File: src/rtl/mips_mem_pkg.sv
// Shared encodings for the load/store path: access sizes, LSU states and memory depth.
package mips_mem_pkg;

    localparam int MEM_WORDS_DFLT = 128;

    localparam logic [1:0] SZ_BYTE = 2'd0;
    localparam logic [1:0] SZ_HALF = 2'd1;
    localparam logic [1:0] SZ_WORD = 2'd2;

    typedef enum logic [1:0] {
        ST_IDLE,
        ST_READ,
        ST_WRITE,
        ST_RESP
    } lsu_state_t;

endpackage

File: src/rtl/lsu_lane_align.sv
// Little-endian lane steering: load extract/extend and store read-modify-write merge.
module lsu_lane_align
    import mips_mem_pkg::*;
(
    input  logic [31:0] old_word,
    input  logic [31:0] wdata,
    input  logic [1:0]  offset,
    input  logic [1:0]  size,
    input  logic        sign_ext,
    output logic [31:0] rdata,
    output logic [31:0] merged
);

    logic [4:0]  shamt;
    logic [31:0] shifted;
    logic [31:0] lane_mask;
    logic [31:0] lane_data;

    always_comb begin
        shamt     = {offset, 3'b000};
        shifted   = old_word >> shamt;
        rdata     = old_word;
        lane_mask = '1;
        lane_data = wdata;
        case (size)
            SZ_BYTE: begin
                rdata     = {{24{sign_ext & shifted[7]}}, shifted[7:0]};
                lane_mask = 32'h0000_00ff << shamt;
                lane_data = {24'b0, wdata[7:0]} << shamt;
            end
            SZ_HALF: begin
                rdata     = {{16{sign_ext & shifted[15]}}, shifted[15:0]};
                lane_mask = 32'h0000_ffff << shamt;
                lane_data = {16'b0, wdata[15:0]} << shamt;
            end
            default: ;
        endcase
        // Full-word accesses take the mask of all ones, so merged degenerates to wdata.
        merged = (old_word & ~lane_mask) | (lane_data & lane_mask);
    end

endmodule

File: src/rtl/load_store_unit.sv
// Byte-addressed load/store initiator for a word-wide data memory; sub-word stores use read-modify-write.
module load_store_unit
    import mips_mem_pkg::*;
#(
    parameter int MEM_WORDS = MEM_WORDS_DFLT,
    parameter int IDX_W     = 7
) (
    input  logic        clk,
    input  logic        rst_n,
    input  logic        req_valid,
    output logic        req_ready,
    input  logic        req_write,
    input  logic [1:0]  req_size,
    input  logic        req_signed,
    input  logic [31:0] req_addr,
    input  logic [31:0] req_wdata,
    output logic        resp_valid,
    output logic        resp_err,
    output logic [31:0] resp_rdata,
    output logic [31:0] mem_addr,
    output logic [31:0] mem_write_data,
    output logic        mem_write,
    output logic        mem_read,
    input  logic [31:0] mem_read_data
);

    lsu_state_t  state_reg;
    logic        write_reg;
    logic [1:0]  size_reg;
    logic        signed_reg;
    logic [31:0] addr_reg;
    logic [31:0] wdata_reg;
    logic [31:0] old_word_reg;
    logic [31:0] rdata_reg;
    logic        err_reg;

    logic        req_err;
    logic [31:0] old_word_sel;
    logic [31:0] load_rdata;
    logic [31:0] merged_word;

    always_comb begin
        req_err = 1'b0;
        if (req_size == 2'd3)
            req_err = 1'b1;
        else if (req_size == SZ_HALF && req_addr[0])
            req_err = 1'b1;
        else if (req_size == SZ_WORD && req_addr[1:0] != 2'b00)
            req_err = 1'b1;
        if (req_addr[31:IDX_W+2] != '0 ||
            {1'b0, req_addr[IDX_W+1:2]} >= (IDX_W+1)'(MEM_WORDS))
            req_err = 1'b1;
    end

    // Loads extract straight from the memory bus in READ; stores merge against the captured word.
    assign old_word_sel = (state_reg == ST_READ) ? mem_read_data : old_word_reg;

    lsu_lane_align u_align (
        .old_word (old_word_sel),
        .wdata    (wdata_reg),
        .offset   (addr_reg[1:0]),
        .size     (size_reg),
        .sign_ext (signed_reg),
        .rdata    (load_rdata),
        .merged   (merged_word)
    );

    always_ff @(posedge clk or negedge rst_n) begin
        if (!rst_n) begin
            state_reg    <= ST_IDLE;
            write_reg    <= 1'b0;
            size_reg     <= 2'b00;
            signed_reg   <= 1'b0;
            addr_reg     <= '0;
            wdata_reg    <= '0;
            old_word_reg <= '0;
            rdata_reg    <= '0;
            err_reg      <= 1'b0;
        end else begin
            case (state_reg)
                ST_IDLE: begin
                    if (req_valid) begin
                        write_reg  <= req_write;
                        size_reg   <= req_size;
                        signed_reg <= req_signed;
                        addr_reg   <= req_addr;
                        wdata_reg  <= req_wdata;
                        rdata_reg  <= '0;
                        err_reg    <= req_err;
                        if (req_err)
                            state_reg <= ST_RESP;
                        else if (req_write && req_size == SZ_WORD)
                            state_reg <= ST_WRITE;
                        else
                            state_reg <= ST_READ;
                    end
                end
                ST_READ: begin
                    old_word_reg <= mem_read_data;
                    if (write_reg) begin
                        state_reg <= ST_WRITE;
                    end else begin
                        rdata_reg <= load_rdata;
                        state_reg <= ST_RESP;
                    end
                end
                ST_WRITE: state_reg <= ST_RESP;
                default:  state_reg <= ST_IDLE;
            endcase
        end
    end

    assign req_ready      = (state_reg == ST_IDLE);
    assign resp_valid     = (state_reg == ST_RESP);
    assign resp_err       = err_reg;
    assign resp_rdata     = rdata_reg;
    assign mem_read       = (state_reg == ST_READ);
    assign mem_write      = (state_reg == ST_WRITE);
    assign mem_addr       = {2'b00, addr_reg[31:2]};
    assign mem_write_data = (state_reg == ST_WRITE) ? merged_word : '0;

endmodule

File: config.mk
export PLATFORM = sky130hd
export DESIGN_NAME = load_store_unit
export DESIGN_NICKNAME = d
export VERILOG_FILES = /design/src/rtl/mips_mem_pkg.sv /design/src/rtl/lsu_lane_align.sv /design/src/rtl/load_store_unit.sv
export SDC_FILE = /design/constraint.sdc
export NUM_CORES = 1
export LEC_CHECK = 0
export BUFFER_PORTS_ARGS = -buffer_cell sky130_fd_sc_hd__buf_2
export CORE_UTILIZATION = 29
export CTS_CLUSTER_SIZE = 14
export DETAILED_ROUTE_END_ITERATION = 12
export GPL_ROUTABILITY_DRIVEN = 0
export PLACE_DENSITY_LB_ADDON = 0.25
export SETUP_SLACK_MARGIN = 0.4
export SLEW_MARGIN = 20
export SYNTH_ARGS = -nofsm -noshare
export SYNTH_HDL_FRONTEND = slang
export SYNTH_SLANG_ARGS = --single-unit
File: constraint.sdc
create_clock -name clk -period 3.6 [get_ports clk]
set_input_delay 0.36 -clock clk [delete_from_list [all_inputs] [get_ports clk]]
set_output_delay 0.36 -clock clk [all_outputs]
set_load 0.05 [all_outputs]
# Word level (Yosys, flattened, before mapping)
# Index checks and enable logic that the tools add are counted.
# word_totals
inputBits,103
word_cells,56
out_inout_bits,101
ff_bits,135
# op_classes
n_reduce_logical,10
eq_ne,9
n_shift,5
bitwise,6
muxes,17
# ops
op,n
one-hot mux 32 bit (2 select lines),4
two-way mux 32 bit,4
AND 32 bit,2
inverter 32 bit,1
bitwise OR 32 bit,1
<< shifter 16 x 5 -> 32 bit,1
<< shifter 16 x 5 -> 32 bit (first input constant),1
<< shifter 8 x 5 -> 32 bit,1
<< shifter 8 x 5 -> 32 bit (first input constant),1
>> shifter 32 x 5 -> 16 bit,1
nonzero test 23 bit,1
equality test 2 bit (second input constant),4
equality test 2 x 1 -> 1 bit (second input constant),3
two-way mux 2 bit,3
one-hot mux 2 bit (3 select lines),1
two-way mux 1 bit,5
zero test 2 bit,2
!= test 2 bit (second input constant),2
nonzero test 2 bit,2
logical AND 1 bit,3
AND reduction 3 bit,1
AND 1 bit,2
AND reduction 2 bit,1

# Longest topological paths before layout
# Gate-level depths: netlist of run 1.
# depth
depth_word,9
mapped_depth,10
mapped_depth_nobuf,8

# Cells and area by module
# From an unflattened synthesis of run 1, not the netlist that was laid out.
# hier_totals
cells_unflattened,725
area_unflattened_um2,7447.1
# by_module_without_submodules
module,instances,area_per_inst_um2,seq_area_each_um2,cells_each
load_store_unit,1,5850.6,3378.2,457
lsu_lane_align,1,1596.5,0.0,268

# Worst setup path after synthesis of run 1
# OpenSTA, ideal clock, no wires.
# synth_timing
path_type,flip-flop to output port
startpoint,register state_reg[1]
endpoint,output port mem_write_data[28]
n_path_buf,3
t_required_ns,3.240
arrival_ns,2.684
path_stages_with_launch,10
setup_slack_ns,0.556
path_cell_list,dfrtp_1 -> inv_1 -> ha_1 -> buf_6 -> buf_2 -> buf_2 -> mux2i_1 -> o22ai_1 -> a21oi_1 -> nor2b_1
# synth_between
elab_chain_cells,5
elab_cells_between_ends,6
classes_between,2 x eq/ne; 2 x mux; 2 x bitwise
# synth_rtl
element,line,source
"start, declared",load_store_unit.sv:27,lsu_state_t state_reg;
"start signal, assigned",load_store_unit.sv:70,state_reg <= ST_IDLE;
"start signal, assigned",load_store_unit.sv:91,state_reg <= ST_RESP;
"start signal, assigned",load_store_unit.sv:93,state_reg <= ST_WRITE;
equality test 2 x 1 -> 1 bit,n/a,
via mem_read,load_store_unit.sv:23,"output logic mem_read,"
two-way mux 32 bit,n/a,
AND 32 bit,lsu_lane_align.sv:39,merged = (old_word & ~lane_mask) | (lane_data & lane_mask);
bitwise OR 32 bit,lsu_lane_align.sv:39,
two-way mux 32 bit,load_store_unit.sv:120,assign mem_write_data = (state_reg == ST_WRITE) ? merged_word : '0;
"end, declared",load_store_unit.sv:21,"output logic [31:0] mem_write_data,"
# The timed path passes the listed nets, and every way through them passes these cells.

# Worst setup path after layout of run 1
# layout_timing
startpoint,register state_reg[1]
endpoint,output port mem_write_data[16]
# layout_between
elab_chain_cells,5
elab_cells_between_ends,6
classes_between,2 x eq/ne; 2 x mux; 2 x bitwise
# layout_rtl
element,line,source
equality test 2 x 1 -> 1 bit,load_store_unit.sv:56,assign old_word_sel = (state_reg == ST_READ) ? mem_read_data : old_word_reg;
two-way mux 32 bit,n/a,
AND 32 bit,lsu_lane_align.sv:39,
bitwise OR 32 bit,lsu_lane_align.sv:39,
two-way mux 32 bit *,load_store_unit.sv:120,
# Mark *: on every way between the ends. The rest lies on a longest branch, timed or not.

==> results.cfg, run 1 <==
[logic_synthesis]
postSynthCellCount = 599
ys_types = 44
synth_area_leaders = dfrtp_1, mux2_1, mux2i_1
yosys.area.top_type = dfrtp_1
ys_seq_area_share_pct = 49.74
syn-cell-area_um2 = 6792
synth_top_cell_area_share_pct = 49.74
synth-seq-cells = 135
synth.avg_cell_area_um2 = 11.34
yosysWarnings = 0

[sta]
drv_slew = 0
setup_viol = 0
timing.hold.ws_ns = -0.006142
tightest_slew_ns = 0.8501
rsz0062_at_grt = yes
period_share_pct = 84.91
relSlewSlack_pct = 43.33
fmax_ghz = 0.3272
hold_viol_final = 3
fin_crit_ns = 3.057
fin_skew_ns = 0.01135
fin_setup_tns_ns = 0

[critical_path]
worst_ep_arrival_time_ns = 2.70
crit_chain = inv_1 -> ha_2 -> buf_6 -> mux2i_2 -> o221ai_1 -> and2_1 -> buf_2
critical_path_class = reg -> out
crit_fanout = 29
crit_slowest_cell = mux2i_2
cpPeakStageDelay_ns = 0.47
cp-start-kind = flip-flop
required_ns = 3.24
endpoint_kind = output pin
reg2reg_slack_ns = 0.93

[drt]
vias = 5405
drt_pass1_iterations = 5
detail_route.iter0.violations = 458
final_antenna_net_count = 0
drcViolationCount = 0
drt-vias-per-instance = 4.932
wl_mm = 21.60
drt-wirelength-per-cell_um = 19.71

[clock_tree]
cts_tree = done
cts_buffers = 17
clock_path_buffers = 2
insertion_delay_ns = 0.43
post_cts_buffers = 0
cts_sinks = 135
clk_pin_slew_ns = 0.07
root_buffer = clkbuf_16
h-tree-depth = 4
holdBufCountCts = 0

[placement]
place_inst = 1063
hpwl_mm = 16.42
io_buffers = 201
place_area_um2 = 7956

[floorplan]
io_pins = 204
fp.dieW_um = 155.0
rows = 55
start_util_pct = 29.82
die-area_um2 = 24030
core_um2 = 22780
die_h_um = 155.0

[grt]
track_usage_pct = 18.50
grt_pass1_wl_mm = 32.80
grt_pass1_vias = 5372
antenna_found_initial = 2
grt-ovfl-total = 0
grt_max_degree = 87

[layout]
area_delta_synth_final_pct = 26.36
final_core_util_pct = 37.68
drive_gt1_share_pct = 38.36
layoutNonFillerInstCount = 1096
final_cell_mix = buf_2, dfrtp_1, mux2_1
layout_commonest_cell = buf_2
nets = 876
postLayoutCellArea_um2 = 8582

[min_path]
worst_hold_path_type = in -> async

[run_status]
violations = negative hold slack
status = finished, violations left

[flow_run]
maxCapViolations = 0
-- stage by stage --
stage / hold slack, ns / setup WS, ns
floorplan: 0.06441 / 0.5564
global placement: 0.4588 / 0.8148
detailed placement: 0.4606 / 0.7296
CTS: 0.03872 / 0.4592
global route: 0.06420 / 0.3880
finish: -0.006142 / 0.5433
-- synthesized netlist by cell type --
library cell	n
dfrtp_1	135
mux2_1	67
nand2_1	47
buf_4	32
a22oi_1	30
mux2i_1	30
clkbuf_1	25
nor2b_1	21
nor2_1	19
a22o_1	18
o22ai_1	17
a21oi_1	16
o221ai_1	16
inv_2	15
mux2_2	15
o21ai_1	12
and2_1	9
a21o_1	8
o211ai_1	8
a311oi_1	7
inv_1	6
nor4_1	6
buf_1	5
buf_2	4
ha_1	4
nand2b_1	4
buf_6	2
mux2_4	2
mux2i_2	2
nor3_1	2
o21ai_0	2
a2111oi_0	1
a21oi_2	1
a221o_1	1
a31oi_4	1
and4b_1	1
conb_1	1
mux4_2	1
nand3_1	1
nand4_1	1
nor3b_1	1
o21a_1	1
o31ai_4	1
or3_1	1
-- critical path: cells and delay by family, from the launching register on --
kind,cells,cell delay [ns]
buffers and inverters,3,0.67
multiplexers,1,0.47
adder cells (fa/ha/maj),1,0.31
AND/OR/NAND/NOR,1,0.19
AO/OA/AOI/OAI,1,0.18
flip-flops,1,0.42
-- final cells by class --
type                            instances  area (um^2)
Fill cell                            2282        14200
Sequential cell                       135         3378
Multi-Input combinational cell        376         2984
Timing Repair Buffer                  218         1156
Clock buffer                           19        452.9
Tap cell                              313        391.6
Clock inverter                         13        133.9
Inverter                               21        82.58
Antenna cell                            1        2.502
-- final timing paths --
check / start / end / cells past startpoint
setup reg to reg: state_reg[1] / resp_rdata[13] / 8
min in group clk: req_addr[2] / addr_reg[2] / 2
hold reg to reg: resp_rdata[10] / resp_rdata[10] / 1
hold / removal: rst_n / old_word_reg[28] / 1
setup / recovery: state_reg[1] / mem_write_data[16] / 7
max in group asynchronous: rst_n / old_word_reg[26] / 2
-- cell families (layout without fill, tap and decap cells) --
logic type / Yosys count / count (layout) / share of synthesized area [%]
AOI/OAI and AO/OA: 140 / 140 / 15.29
adders and majority gates: 4 / 4 / 0.7369
buffers and inverters: 89 / 271 / 6.982
DFF: 135 / 135 / 49.74
muxes: 117 / 117 / 19.20
other: 1 / 3 / 0.05522
and+or+nand+nor: 113 / 113 / 7.996
-- layer usage --
metal  up-vias  GRT usage, %  routed length [um]
li1       2499             -                   -
met1      2627         24.73                9643
met2       240         28.38                9856
met3        37         5.237                1643
met4         2         6.836                 442
met5         -             0                  13
-- timing repair --
| action | CTS | global route |
|---|---|---|
| gates cloned | 0 | 0 |
| setup endpoints to repair | 7 | 8 |
| resized for setup | 3 | 7 |
Power of run 1 is not shown: default switching activity piles up to over one toggle a cycle in this logic, so the estimate is an artifact.
==> run 2: changes to the inputs <==
==> constraint.sdc (replaced) <==
create_clock -name clk -period 2.7 [get_ports clk]
set_input_delay 0.27 -clock clk [delete_from_list [all_inputs] [get_ports clk]]
set_output_delay 0.27 -clock clk [all_outputs]
set_load 0.05 [all_outputs]
==> run 2 against run 1 <==
- highest routed layer unchanged
- the flow now finishes without violations
- final area up 20%
- cell count up 6.9%
- sequential cell count unchanged
==> results.cfg, run 2 (synthesis gave the netlist of run 1 again) <==
[layout]
nets = 951
area_delta_synth_final_pct = 51.36
drive_gt1_share_pct = 53.44
final_cell_mix = buf_2, dfrtp_1, buf_4
fillCellCount = 2118
layout_commonest_cell = buf_2

[critical_path]
crit_slowest_cell = dfrtp_1
critical_path_class = reg -> out
cpMostUsedCell = buf_12
endpoint_kind = output pin
crit_chain = inv_2 -> ha_4 -> buf_4 -> buf_12 -> buf_16 -> buf_12 -> mux2i_4 -> o221ai_2 -> and2_4 -> buf_8
required_ns = 2.43
worst_ep_arrival_time_ns = 2.23
cpPeakStageDelay_ns = 0.37
crit_fanout = 6
cp-start-kind = flip-flop

[sta]
fin_crit_ns = 2.500
hold_viol_final = 0
tightest_slew_ns = 0.7008
timing.hold.ws_ns = 0.05753
setup_viol = 0
drv_slew = 0
fin_skew_ns = 0.01154
fin_setup_tns_ns = 0
relSlewSlack_pct = 53.28
period_share_pct = 92.60
rsz0062_at_grt = yes
fmax_ghz = 0.3999

[clock_tree]
insertion_delay_ns = 0.42
clock_path_buffers = 2
clk_pin_slew_ns = 0.06
cts_tree = done
cts_sinks = 135
h-tree-depth = 4
root_buffer = clkbuf_16
cts_buffers = 17

[grt]
grt_pass1_wl_mm = 34.15
grt_max_degree = 69
grt-ovfl-total = 0
track_usage_pct = 18.92
antenna_found_initial = 4
grt_pass1_vias = 5768

[drt]
drt-wirelength-per-cell_um = 18.95
routedLengthMet1_mm = 10.40
maxUsedRoutingLayer = met5
detail_route.iter0.violations = 326
wl_met3_mm = 1.558
vias = 5748
drcViolationCount = 0
final_antenna_net_count = 0
drt-vias-per-instance = 4.904
drt_pass1_iterations = 4
wl_mm = 22.21
wl_met2_mm = 10.02

[floorplan]
start_util_pct = 29.82
die-area_um2 = 24030
rows = 55
core_um2 = 22780
fp.dieW_um = 155.0
io_pins = 204
die_h_um = 155.0

[placement]
hpwl_mm = 15.72
io_buffers = 201

[min_path]
worst_hold_path_type = in -> reg

[run_status]
status = finished clean

[flow_run]
maxCapViolations = 0
-- run 2: changes by cell type in the layout (fill, tap and decap cells not counted), sizes merged --
cell	before	now
dlygate4sd3	0	1
clkinv	4	2
buf	218	292
clkinvlp	2	4
bufinv	1	2
diode	1	2
clkbuf	19	22
inv	27	23
-- run 2: path summary, 6_finish.rpt --
path,from,to,slack [ns],depth (start not counted)
max,state_reg[1],mem_write_data[18],0.20,10
min,req_addr[3],addr_reg[3],0.06,2
max reg2reg,state_reg[1],resp_rdata[10],0.23,10
min reg2reg,resp_rdata[11],resp_rdata[11],0.48,1
max in group asynchronous,rst_n,resp_err,1.56,3
min in group asynchronous,rst_n,resp_rdata[15],0.43,2
-- run 2: timing repair --
action	4_1_cts	5_1_grt
endpoints found under the hold margin	65	0
gates resized for setup	152	45
gates cloned	2	0
hold buffers	1	0
setup buffers	35	18
pin swaps	19	17
setup endpoints to repair	56	64
-- run 2: metrics by stage --
| stage | cell area [um^2] | setup slack, ns | instances | util, % |
|---|---|---|---|---|
| floorplan | 6959 | 0.2452 | 600 | - |
| global placement | 8300 | 0.3369 | 1082 | 36.44 |
| detailed placement | 8300 | 0.2877 | 1082 | 36.44 |
| CTS | 9884 | 0.2117 | 1152 | 43.39 |
| global route | 10270 | 0.1349 | 1170 | 45.11 |
| finish | 10280 | 0.1997 | 1172 | 45.13 |
-- run 2: layout make-up --
type                    instances  area [um^2]  area share, %
multi-input cells             376         3664          35.64
well taps                     313        391.6          3.810
clock buffers                  22        474.2          4.613
repair buffers                293         2161          21.02
clock inverters                10        117.6          1.144
diodes                          2        5.005        0.04869
flip-flops and latches        135         3381          32.89
inverters                      21        86.33         0.8398
-- run 2: routing by layer --
layer	track usage, %	vias to the layer above
met5	0	-
met4	5.281	4
met3	5.543	16
met2	28.61	214
met1	26.16	2858
li1	-	2656
-- run 2: worst max-delay path: cells and delay by family, from the launching register on --
kind            cells  cell delay, ns
compound gates      1            0.17
mux                 1            0.19
fa+ha+maj           1            0.18
flops               1            0.37
simple gates        1            0.17
buf+inv             6            0.72
Power of run 2 is left out for the same reason.
